===== config.mk =====
export PLATFORM = sky130hd
export DESIGN_NAME = pre_if_stage
export DESIGN_NICKNAME = d
export VERILOG_FILES = /design/src/rtl/cpu_defs.sv /design/src/rtl/pre_if_stage_npc_sel.sv /design/src/rtl/pre_if_stage.sv
export SDC_FILE = /design/constraint.sdc
export NUM_CORES = 1
export LEC_CHECK = 0
export CORE_MARGIN = 2
export CORE_UTILIZATION = 48
export DETAILED_ROUTE_END_ITERATION = 8
export PLACE_DENSITY = 0.88
export SLEW_MARGIN = 10
export SYNTH_ARGS = -nofsm -noshare
export SYNTH_HDL_FRONTEND = slang
export SYNTH_HIERARCHICAL = 1
export SYNTH_SLANG_ARGS = --single-unit

===== constraint.sdc =====
create_clock -name clk -period 12.7 [get_ports clk]
set_clock_uncertainty 0.2 [all_clocks]
set_input_delay 3.81 -clock clk [delete_from_list [all_inputs] [get_ports clk]]
set_output_delay 3.81 -clock clk [all_outputs]
set_load 0.02 [all_outputs]

===== src/rtl/cpu_defs.sv =====
// Shared CPU front-end types and constants: fetch bus, commit flush flags,
// exception record and the BEV=1 reset/exception vectors.
package cpu_defs;

  typedef logic [31:0] virt_t;

  localparam virt_t      RESET_PC_DEF   = 32'hBFC0_0000;
  localparam virt_t      EX_VEC_DEF     = 32'hBFC0_0380;
  localparam virt_t      REFILL_VEC_DEF = 32'hBFC0_0200;
  localparam logic [4:0] EXCCODE_ADEL   = 5'h04;

  typedef struct packed {
    logic ex;
    logic eret;
    logic tlb_op;
    logic refill;
  } pipeline_flush_t;

  typedef struct packed {
    logic       ex;
    logic [4:0] exccode;
    virt_t      badvaddr;
  } exception_t;

  typedef struct packed {
    logic       valid;
    logic       req;
    logic       br_op;
    virt_t      pc;
    exception_t exception;
  } pfs_to_fs_bus_t;

  typedef enum logic {
    ST_REQ  = 1'b0,
    ST_HOLD = 1'b1
  } pfs_state_e;

endpackage


===== src/rtl/pre_if_stage_npc_sel.sv =====
// npc_sel: fixed-priority redirect selector for the fetch PC
// (exception > eret > tlb refetch > branch-predictor redirect).
module npc_sel
  import cpu_defs::*;
#(
  parameter virt_t EX_VEC     = EX_VEC_DEF,
  parameter virt_t REFILL_VEC = REFILL_VEC_DEF
) (
  input  pipeline_flush_t pipeline_flush,
  input  virt_t           c0_epc,
  input  virt_t           tlb_refetch_pc,
  input  logic            bpu_flush,
  input  virt_t           bpu_target,
  output logic            redirect_now,
  output virt_t           target
);

  // NOTE: every output gets a default before the priority chain so no path
  // leaves a value unassigned, which would otherwise infer a latch.
  always_comb begin
    redirect_now = 1'b1;
    target       = '0;
    if (pipeline_flush.ex) begin
      target = pipeline_flush.refill ? REFILL_VEC : EX_VEC;
    end else if (pipeline_flush.eret) begin
      target = c0_epc;
    end else if (pipeline_flush.tlb_op) begin
      target = tlb_refetch_pc;
    end else if (bpu_flush) begin
      target = bpu_target;
    end else begin
      redirect_now = 1'b0;
    end
  end

endmodule


===== src/rtl/pre_if_stage.sv =====
// Pre-fetch stage: owns the fetch PC, drives the instruction SRAM address phase
// and hands accepted requests to IF. Optional macro: PFS_ADEL_CHECK_EN.
module pre_if_stage
  import cpu_defs::*;
#(
  parameter virt_t RESET_PC   = RESET_PC_DEF,
  parameter virt_t EX_VEC     = EX_VEC_DEF,
  parameter virt_t REFILL_VEC = REFILL_VEC_DEF
) (
  input  logic            clk,
  input  logic            reset,
  input  logic            fs_allowin,
  input  logic            fs_to_pfs_valid,
  input  logic            ds_br_op,
  input  logic            bpu_flush,
  input  virt_t           bpu_target,
  input  pipeline_flush_t pipeline_flush,
  input  virt_t           c0_epc,
  input  virt_t           tlb_refetch_pc,
  output pfs_to_fs_bus_t  pfs_to_fs_bus,
  output logic            inst_req,
  output virt_t           inst_addr,
  input  logic            inst_addr_ok
);

  pfs_state_e state_q, state_d;
  virt_t      pc_q, pc_d;
  logic       addr_ok_q, addr_ok_d;
  logic       bpu_pend_q, bpu_pend_d;
  virt_t      bpu_tgt_q, bpu_tgt_d;

  exception_t exc;
  logic       accept, hold_valid, pfs_ready_go, handover;
  logic       flush_any, bpu_defer, bpu_now, pend_eff;
  virt_t      tgt_eff;
  logic       redirect_now;
  virt_t      redirect_target;

`ifdef PFS_ADEL_CHECK_EN
  always_comb begin
    exc = '0;
    if (pc_q[1:0] != 2'b00) begin
      exc.ex       = 1'b1;
      exc.exccode  = EXCCODE_ADEL;
      exc.badvaddr = pc_q;
    end
  end
  assign inst_addr = pc_q;
`else
  assign exc       = '0;
  assign inst_addr = {pc_q[31:2], 2'b00};
`endif

  // A faulting PC never reaches the SRAM; reset always shows inst_req=0.
  assign inst_req     = !reset && (state_q == ST_REQ) && !exc.ex;
  assign accept       = inst_req && inst_addr_ok;
  assign hold_valid   = (state_q == ST_HOLD) && addr_ok_q;
  assign pfs_ready_go = accept || hold_valid || exc.ex;

  assign flush_any = pipeline_flush.ex || pipeline_flush.eret || pipeline_flush.tlb_op;
  // A redirect is deferred while its delay slot is still ours to hand over.
  assign bpu_defer = bpu_flush && (bpu_pend_q || (ds_br_op && !fs_to_pfs_valid));
  assign bpu_now   = bpu_flush && !bpu_defer;
  assign pend_eff  = bpu_defer || bpu_pend_q;
  assign tgt_eff   = bpu_defer ? bpu_target : bpu_tgt_q;

  npc_sel #(
    .EX_VEC     (EX_VEC),
    .REFILL_VEC (REFILL_VEC)
  ) u_npc_sel (
    .pipeline_flush (pipeline_flush),
    .c0_epc         (c0_epc),
    .tlb_refetch_pc (tlb_refetch_pc),
    .bpu_flush      (bpu_now),
    .bpu_target     (bpu_target),
    .redirect_now   (redirect_now),
    .target         (redirect_target)
  );

  assign handover = pfs_ready_go && !redirect_now && fs_allowin;

  always_comb begin
    pfs_to_fs_bus    = '0;
    pfs_to_fs_bus.pc = pc_q;
    if (!reset) begin
      pfs_to_fs_bus.valid     = pfs_ready_go && !redirect_now;
      pfs_to_fs_bus.req       = accept;
      pfs_to_fs_bus.br_op     = ds_br_op;
      pfs_to_fs_bus.exception = exc;
    end
  end

  always_comb begin
    state_d    = state_q;
    pc_d       = pc_q;
    addr_ok_d  = addr_ok_q;
    bpu_pend_d = pend_eff;
    bpu_tgt_d  = tgt_eff;
    if (redirect_now) begin
      // Anything accepted or held for the old PC is dropped; IF cancels its data.
      pc_d       = redirect_target;
      state_d    = ST_REQ;
      addr_ok_d  = 1'b0;
      bpu_pend_d = 1'b0;
    end else if (handover) begin
      pc_d       = pend_eff ? tgt_eff : pc_q + 32'd4;
      state_d    = ST_REQ;
      addr_ok_d  = 1'b0;
      bpu_pend_d = 1'b0;
    end else if (accept) begin
      state_d   = ST_HOLD;
      addr_ok_d = 1'b1;
    end
    if (flush_any) bpu_pend_d = 1'b0;
  end

  // NOTE: registered state uses non-blocking assignments so every flop samples
  // the pre-edge value of its neighbours regardless of statement order.
  always_ff @(posedge clk) begin
    if (reset) begin
      state_q    <= ST_REQ;
      pc_q       <= RESET_PC;
      addr_ok_q  <= 1'b0;
      bpu_pend_q <= 1'b0;
      bpu_tgt_q  <= '0;
    end else begin
      state_q    <= state_d;
      pc_q       <= pc_d;
      addr_ok_q  <= addr_ok_d;
      bpu_pend_q <= bpu_pend_d;
      bpu_tgt_q  <= bpu_tgt_d;
    end
  end

endmodule


### Word level (Yosys, flattened, before mapping)

Index checks and enable logic that the tools add are counted.

| operators by class | value |
|---|---|
| muxes and demuxes | 14 |
| shifts and indexed selects | 0 |
| order comparisons | 0 |
| equality and inequality tests | 0 |
| bitwise gates (word level) | 1 |
| $mul | 0 |
| reduce and logical (&&, ||, !) cells | 19 |
| div/mod/pow operators | 0 |
| add/sub/neg operators | 1 |

Operators with widths:

| cell | number |
|---|---|
| $mux 32 | 8 |
| $add 32x3->32 const B | 1 |
| $mux 9 | 1 |
| $logic_and 1x1->1 | 7 |
| $logic_or 1x1->1 | 5 |
| $logic_not 1->1 | 4 |
| $mux 1 | 4 |
| $reduce_or 4->1 | 1 |
| $mux 3 | 1 |
| $reduce_or 3->1 | 1 |
| $reduce_bool 2->1 | 1 |
| $not 1->1 | 1 |

| word-level totals | value |
|---|---|
| latch bits | 0 |
| output and inout bits | 106 |
| flip-flop bits (word level) | 66 |
| RAM bits | 0 |
| input port bits | 107 |
| memory bits (read-only) | 0 |
| memories kept | 0 |
| word-level logic and storage cells | 39 |

### Longest topological paths before layout

Gate-level depths: netlist (run 1).

| depth | value |
|---|---|
| word-level depth | 15 |
| gate-level depth with buffers | 11 |
| depth with buffers taken out | 8 |

### Modules after synthesis

Netlist (run 1), hierarchy kept.

Modules (own cells, without submodules):

| module | cells each | times used | area an instance (µm²) |
|---|---|---|---|
| pre_if_stage | 543 | 1 | 4234.1 |
| npc_sel | 140 | 1 | 1071.0 |

### Least setup slack after synthesis (run 1)

No wires, ideal clock.

| path | value |
|---|---|
| path kind | in2out |
| start | input ds_br_op |
| end | output pfs_to_fs_bus[72] (netlist bit) |
| path buffers | 3 |
| setup slack | 2.853 ns |
| arrival time | 5.837 ns |
| cell stages on the path | 7 |
| path through | nor2b_1 -> clkbuf_1 -> nor3_1 -> or4_1 -> clkbuf_1 -> clkbuf_1 -> nor3_1 |

RTL lines:

| item | RTL line | source |
|---|---|---|
| start, declared | pre_if_stage.sv:14 | `input logic ds_br_op,` |
| end, declared | pre_if_stage.sv:20 | `output pfs_to_fs_bus_t pfs_to_fs_bus,` |

==> results.env, run 1 <==
COREAREA_UM2=10800
PLACEMENT.SETUP.WORST_SLACK_NS=2.19
SYNTH.CELL_AREA_UM2=5310
SETUP_WS_NS=2.13
TIGHTEST_SLEW_NS=1.00
TIMING.FINAL.SETUP_VIOLATIONS=0
TIMING.FINAL.CRIT_PERIOD_NS=10.57
FINALWIRELENGTH_UM=18000
CLK_TRANSITION_REPORTED_PATHS_NS=0.07
SLEW_VIOL_FINAL=0
TIMING.SLEW.HEADROOM_PCT=33.0
GRT_REMAINING_OVERFLOW=0
NUMBER_OF_GLOBAL_ROUTE_VIAS_BEFORE_REPAIR=5272
FIN_TNS_SETUP_NS=0
NUMBER_OF_INSTANCES_IN_THE_SYNTHESIZED_NETLIST=683
TRITONROUTE_PASS_1_ITERS=5
CLKLATENCYLATEPIN_NS=0.35
CRIT_FANOUT=9
GRT_USE_TOTAL_PCT=29.8
CLOCK_TREE_SINKS=66
RUN_STATUS='completed'
WORST_EP_ARRIVAL_TIME_NS=6.56
DETAILED_PLACE_HPWL_UM=13100
GP_WEIGHTED_CONGESTION=0.922
ANTENNA_DIODE_COUNT=0
SYNTHDISTINCTLIBCELLS=69
VIA_COUNT=5749
ROOT_BUFFER='sky130_fd_sc_hd__clkbuf_8'
CRITICAL_PATH.MOST_COMMON_CELL='sky130_fd_sc_hd__clkdlybuf4s50_1'
IO_PINS=213
ASYNC_SET_OR_RESET_FLOP_FRACTION_IN_THE_SYNTHESIZED_NETLIST_PCT=0
CRITICAL_PATH.MAX_STAGE_DELAY_NS=0.69
IR_DROP_mV=0.0739
CP_DATA_REQUIRED_TIME_NS=8.69
CRITPATHSLOWESTCELL='sky130_fd_sc_hd__nor2b_1'
COUNT_OF_UNRESOLVED_DRC_VIOLATIONS_AFTER_ROUTING=0
P_PER_AREA_nW_PER_UM2=88.2
SYNTH-MAIN-FF-CELL='sky130_fd_sc_hd__dfxtp_1'
CTS_MAX_PATH_BUFFERS=2
PLACEDCELLCOUNT=918
CRITICAL-PATH-TOP-DELAY-FAMILY='simple AND/OR/NAND/NOR gates'
CTS_TREE='done'
SYNTH-EDFF-COUNT=0
DRIVE_ABOVE_1_SHARE_PCT=8.58
DIE_X_UM=109
INITIALDRTVIOLATIONCOUNT=763
FILLERINSTANCES=949
BUFFERS_ON_PORTS=172
LEAKAGEPOWER_uW=0.00251
CTS.HOLD.BUFFERS_ADDED=0
CTS_HTREE_LEVELS=3
SYNTH_WARNINGS=6
CRIT_PATH_CELL_TRACE='clkdlybuf4s50_1, nor2b_1, nor3_2, or4_1, nor3_1, clkdlybuf4s50_1'
CP_BUF_INV_COUNT=2
POST_SYNTH.CELL_AREA_AVG_UM2=7.77
ANTENNA_LEFT=0
INSTANCES_NO_FILL=933
SYNTH_REGISTER_BITS=66
ROW_COUNT=38
PROPORTION_OF_SYNTHESIZED_CHIP_AREA_IN_SEQUENTIAL_CELLS_PCT=24.9
AVGROUTEDWIREPERCELL_UM=19.3
FINAL_NET_COUNT=897
INITIAL_UTILIZATION_PCT=49.2
FP.DIEAREA_UM2=11900
POST_CTS_BUFFERS=0
SYN2LAYOUT_AREA_GROWTH_PCT=27.9
TIMING.HOLD.WORST.CLASS='reg -> reg'
NUMCTSBUFFERS=9
FIN_CRIT_SH_PCT=83.2
CRITPATHKIND='in -> out'
REPORT.FINAL.HOLD_VIOL_COUNT=0
WORSTSETUPENDPOINTTYPE='primary output'
GRT_START_MAX_NET_PINS=67
NUMBER_OF_ANTENNA_VIOLATIONS_AT_THE_FIRST_CHECK_IN_GLOBAL_ROUTING=0
MAX_CAP_VIOLATIONS=0
CTS.REPAIR.RESIZED=0
RSZ0062_AT_GRT='false'
FLOORPLAN.DIE.HEIGHT_UM=109
DRT_VIA_DENSITY=6.16
WIRE_LENGTH_OF_THE_FIRST_GLOBAL_ROUTING_PASS_UM=27500
POWER.TOTAL_uW=599
MAX_CLOCK_FREQ_MHz=94.6
STARTPOINT_TYPE='input port'
[per-layer routing]
metal	share of wire, %	track usage [%]	routed length, um	up-vias
li1	-	-	-	2613
met1	38	38.3	6810	2658
met2	47	48.0	8460	426
met3	13	7.47	2300	52
met4	2.5	11.3	449	0
met5	0	0	0	-
[cells by family (layout without fill, tap and decap cells)]
group | count (synthesis) | after routing | synth area share (%)
AOI/OAI and AO/OA | 217 | 217 | 30.0
xor gates and xnor gates | 3 | 3 | 0.495
adders and majority gates | 1 | 1 | 0.236
buffers and inverters | 160 | 231 | 18.2
DFF | 66 | 66 | 24.9
muxes | 18 | 18 | 3.56
other | 1 | 40 | 0.0707
and+or+nand+nor | 217 | 217 | 22.5
[stage by stage]
step	instance area [um2]	hold WS, ns	utilization [%]
floorplan	5450	0.231	-
global placement	6580	0.240	61.0
detailed placement	6580	0.246	61.0
CTS	6780	0.255	62.9
global route	6780	0.273	62.9
finish	6780	0.251	62.9
[layout make-up]
cell class | instances | area [um2] | share of cell area (%)
Clock inverter | 2 | 35.0 | 0.516
Sequential cell | 66 | 1320 | 19.5
Tap cell | 140 | 175 | 2.58
Clock buffer | 13 | 169 | 2.49
Multi-Input combinational cell | 496 | 3180 | 46.9
Timing Repair Buffer | 181 | 1770 | 26.1
Inverter | 35 | 131 | 1.94
[final timing paths]
| kind | cells after the start | from | slack (ns) | end |
|---|---|---|---|---|
| setup / recovery | 6 | ds_br_op | 2.13 | pfs_to_fs_bus[72] |
| hold / removal | 2 | bpu_tgt_q[15]$_SDFF_PP0_ | 0.25 | bpu_tgt_q[15]$_SDFF_PP0_ |
| setup reg to reg | 8 | bpu_pend_q$_SDFF_PP0_ | 8.83 | pc_q[11]$_SDFFE_PP0P_ |
| hold reg to reg | 2 | bpu_tgt_q[15]$_SDFF_PP0_ | 0.25 | bpu_tgt_q[15]$_SDFF_PP0_ |
[where the power goes]
part           internal, uW  total [uW]  switching (uW)
clock network           106         188            82.1
logic                  82.3         178            95.2
registers               217         233            15.8
[synth_stat cells (all sizes together), types with 3 or more instances]
| library cell | number | area (um2) |
|---|---|---|
| o31ai | 6 | 45.0 |
| o21ai | 23 | 115 |
| a221oi | 24 | 335 |
| a21oi | 79 | 395 |
| dfxtp | 66 | 1320 |
| and3 | 7 | 43.8 |
| o221ai | 6 | 52.6 |
| nand2 | 71 | 267 |
| clkbuf | 27 | 131 |
| a221o | 5 | 50.1 |
| nand3b | 32 | 240 |
| buf | 97 | 693 |
| a211o | 3 | 26.3 |
| o211ai | 9 | 67.6 |
| o22ai | 6 | 37.5 |
| o221a | 3 | 33.8 |
| mux2 | 7 | 78.8 |
| a211oi | 18 | 135 |
| nand4 | 10 | 83.8 |
| nand2b | 8 | 50.1 |
| nand3 | 17 | 97.6 |
| nor3 | 14 | 70.1 |
| mux2i | 11 | 110 |
| xnor2 | 3 | 26.3 |
| a2bb2oi | 11 | 96.3 |
| or4 | 5 | 41.3 |
| nor2b | 9 | 56.3 |
| nor2 | 21 | 78.8 |
| nor4 | 12 | 81.3 |
| inv | 35 | 131 |
[placed cells by master (no fill, tap or decap), types with 3 or more instances in the layout]
master and count:
sky130_fd_sc_hd__clkdlybuf4s50_1 168, sky130_fd_sc_hd__a21oi_1 78, sky130_fd_sc_hd__nand2_1 71, sky130_fd_sc_hd__dfxtp_1 66
sky130_fd_sc_hd__conb_1 40, sky130_fd_sc_hd__inv_1 35, sky130_fd_sc_hd__nand3b_1 32, sky130_fd_sc_hd__nor2_1 21
sky130_fd_sc_hd__o21ai_0 21, sky130_fd_sc_hd__a221oi_2 20, sky130_fd_sc_hd__a211oi_1 18, sky130_fd_sc_hd__nand3_1 16
sky130_fd_sc_hd__nor3_1 13, sky130_fd_sc_hd__clkbuf_8 12, sky130_fd_sc_hd__mux2i_1 11, sky130_fd_sc_hd__nor4_1 11
sky130_fd_sc_hd__a2bb2oi_1 11, sky130_fd_sc_hd__nor2b_1 9, sky130_fd_sc_hd__o211ai_1 9, sky130_fd_sc_hd__buf_4 9
sky130_fd_sc_hd__nand4_1 8, sky130_fd_sc_hd__nand2b_1 8, sky130_fd_sc_hd__mux2_2 7, sky130_fd_sc_hd__and3_1 7
sky130_fd_sc_hd__o31ai_1 6, sky130_fd_sc_hd__o221ai_1 6, sky130_fd_sc_hd__o22ai_1 6, sky130_fd_sc_hd__a221o_1 5
sky130_fd_sc_hd__or4_1 4, sky130_fd_sc_hd__a221oi_1 4, sky130_fd_sc_hd__buf_2 4, sky130_fd_sc_hd__xnor2_1 3
sky130_fd_sc_hd__a211o_1 3
[sequential cells by signal (all words and copies together), names as in the netlist]
name	cells
addr_ok_q	1
bpu_pend_q	1
bpu_tgt_q	32
pc_q	32
[tightest hold or removal path, cell delays in order (launching register included)]
cell,delay (ns)
sky130_fd_sc_hd__dfxtp_1,0.31
sky130_fd_sc_hd__nand2_1,0.05
sky130_fd_sc_hd__a21oi_1,0.05
Note: power is estimated with default switching activity, not from simulation.
==> run 2, diff against run 1 <==
--- a/config.mk
+++ b/config.mk
@@ -6,9 +6,9 @@
 export NUM_CORES = 1
 export LEC_CHECK = 0
 export CORE_MARGIN = 2
-export CORE_UTILIZATION = 48
+export CORE_UTILIZATION = 45
 export DETAILED_ROUTE_END_ITERATION = 8
-export PLACE_DENSITY = 0.88
+export PLACE_DENSITY = 0.83
 export SLEW_MARGIN = 10
 export SYNTH_ARGS = -nofsm -noshare
 export SYNTH_HDL_FRONTEND = slang
==> constraint.sdc (replaced) <==
create_clock -name clk -period 10.36 [get_ports clk]
set_clock_uncertainty 0.2 [all_clocks]
set_input_delay 3.108 -clock clk [delete_from_list [all_inputs] [get_ports clk]]
set_output_delay 3.108 -clock clk [all_outputs]
set_load 0.02 [all_outputs]
==> results.env, run 2 (synthesized netlist as in run 1, its figures left out) <==
CRITPATHKIND='in -> out'
WORSTSETUPENDPOINTTYPE='primary output'
MAX_CAP_VIOLATIONS=0
PLACEDCELLCOUNT=924
TRITONROUTE_PASS_1_ITERS=5
SWITCHING_SHARE_PCT=30.9
P_PER_AREA_nW_PER_UM2=113
DRT_VIA_DENSITY=5.98
FP.DIEAREA_UM2=12700
CTS.HOLD.BUFFERS_ADDED=0
MAX_CLOCK_FREQ_MHz=112
WORST_EP_ARRIVAL_TIME_NS=5.65
LAYOUT.CELLS.MOST_COMMON_LIST='sky130_fd_sc_hd__clkdlybuf4s50_1 (168), sky130_fd_sc_hd__a21oi_1 (79), sky130_fd_sc_hd__nand2_1 (71)'
INITIAL_UTILIZATION_PCT=46.3
NUMCTSBUFFERS=9
DETAILED_PLACE_HPWL_UM=12400
GRT_USE_TOTAL_PCT=26.4
CLOCK_SHARE_OF_POWER_PCT=35.1
RUN_STATUS='completed'
IO_PINS=213
CRITICAL_PATH.MAX_STAGE_DELAY_NS=0.67
R2R_SLACK_NS=6.40
INTERNAL-POWER_uW=535
DIE_X_UM=113
TIMING.FINAL.SETUP_VIOLATIONS=0
CRITICAL_PATH.MOST_COMMON_CELL='sky130_fd_sc_hd__clkdlybuf4s50_1'
NUMBER_OF_GLOBAL_ROUTE_VIAS_BEFORE_REPAIR=5046
RSZ0062_AT_GRT='false'
NUMBER_OF_ANTENNA_VIOLATIONS_AT_THE_FIRST_CHECK_IN_GLOBAL_ROUTING=0
CTS_TREE='done'
ANTENNA_DIODE_COUNT=0
BIGGESTREGSBYFLOPS='bpu_tgt_q (32), pc_q (32)'
TIMING.SLEW.HEADROOM_PCT=39.1
GP_WEIGHTED_CONGESTION=0.974
CLOCK_TREE_SINKS=66
TIMING.HOLD.WORST.CLASS='reg -> reg'
COUNT_OF_UNRESOLVED_DRC_VIOLATIONS_AFTER_ROUTING=0
REPORT.FINAL.HOLD_VIOL_COUNT=0
IR_DROP_mV=0.0723
SWITCHING_POWER_uW=239
FLOORPLAN.DIE.HEIGHT_UM=113
CTS_MAX_PATH_BUFFERS=2
INITIALDRTVIOLATIONCOUNT=543
INSTANCES_NO_FILL=938
CP_DATA_REQUIRED_TIME_NS=7.05
CRIT_PATH_CELL_TRACE='clkdlybuf4s50_1, inv_1, nor3_2, or4_1, nor3_1, clkdlybuf4s50_1'
LAYOUT.CELLS.MOST_COMMON='sky130_fd_sc_hd__clkdlybuf4s50_1'
CLKLATENCYLATEPIN_NS=0.33
POST-ROUTE-UTIL_PCT=59.8
WIRE_LENGTH_OF_THE_FIRST_GLOBAL_ROUTING_PASS_UM=26900
CRITPATHSLOWESTCELL='sky130_fd_sc_hd__or4_1'
CTS_HTREE_LEVELS=3
POWER.SHARE.COMBINATIONAL_PCT=27.8
LEAKAGEPOWER_uW=0.00255
CTS.REPAIR.RESIZED=0
ROW_COUNT=39
FINALWIRELENGTH_UM=17400
SYN2LAYOUT_AREA_GROWTH_PCT=29.2
COREAREA_UM2=11500
SLEW_VIOL_FINAL=0
TIGHTEST_SLEW_NS=0.913
BUFFERS_ON_PORTS=172
CLK_TRANSITION_REPORTED_PATHS_NS=0.05
TIMING.FINAL.CRIT_PERIOD_NS=8.96
DRIVE_ABOVE_1_SHARE_PCT=8.30
AVGROUTEDWIREPERCELL_UM=18.6
GRT_START_MAX_NET_PINS=66
ROOT_BUFFER='sky130_fd_sc_hd__clkbuf_16'
FIN_TNS_SETUP_NS=0
STARTPOINT_TYPE='input port'
VIA_COUNT=5610
ANTENNA_LEFT=0
CRIT_FANOUT=12
GRT_REMAINING_OVERFLOW=0
FINAL_NET_COUNT=900
POWER.SEQUENTIAL.FRACTION_PCT=37.1
FIN_CRIT_SH_PCT=86.5
POST_CTS_BUFFERS=0
==> run 2: changes by cell type in the layout (fill, tap and decap cells not counted) <==
cell,change
sky130_fd_sc_hd__a21oi_1,+1
sky130_fd_sc_hd__bufinv_16,-1
sky130_fd_sc_hd__buf_4,+3
sky130_fd_sc_hd__a21oi_2,-1
sky130_fd_sc_hd__clkbuf_8,-11
sky130_fd_sc_hd__clkbuf_16,+9
sky130_fd_sc_hd__clkbuf_1,+3
sky130_fd_sc_hd__clkinv_2,-1
==> run 2: through the flow <==
stage / hold WS, ns / setup WS, ns / instance area [um2] / total power, uW
6_report: 0.253 / 1.40 / 6860 / 774
3_3_place_gp: 0.239 / 1.47 / 6600 / 501
5_1_grt: 0.272 / 1.31 / 6860 / 795
3_5_place_dp: 0.245 / 1.45 / 6600 / 503
2_1_floorplan: 0.231 / 1.92 / 5450 / 427
4_1_cts: 0.252 / 1.45 / 6860 / 768
==> run 2: power groups by stage <==
stage,clock [uW],sequential [uW],combinational [uW]
finish,272,287,215
detailed placement,0,291,212
global placement,0,291,210
floorplan,0,296,132
CTS,269,286,213
global route,278,289,228
==> run 2: worst paths after layout <==
check,from,end,cells past startpoint
max,bpu_flush,pfs_to_fs_bus[72],6
max reg2reg,bpu_pend_q$_SDFF_PP0_,pc_q[11]$_SDFFE_PP0P_,8
min,bpu_tgt_q[19]$_SDFF_PP0_,bpu_tgt_q[19]$_SDFF_PP0_,2
min reg2reg,bpu_tgt_q[19]$_SDFF_PP0_,bpu_tgt_q[19]$_SDFF_PP0_,2
==> run 2: metal layers <==
metal	wire [um]	GRT usage (%)	part of all wire, %
met3	1750	4.43	10
met2	8080	42.6	46
met1	7210	35.9	41
met5	0	0	0
met4	393	8.86	2.3
==> run 2: critical path, delay by kind of cell <==
family,cells,cell delay [ns]
buffers and inverters,3,1.54
and+or+nand+nor,3,0.99
==> run 2: cell type report <==
type | count | area (um2)
multi-input cells | 496 | 3180
repair buffers | 184 | 1790
flip-flops and latches | 66 | 1320
well taps | 143 | 179
fillers | 996 | 4610
clock buffers | 14 | 254
inverters | 35 | 131
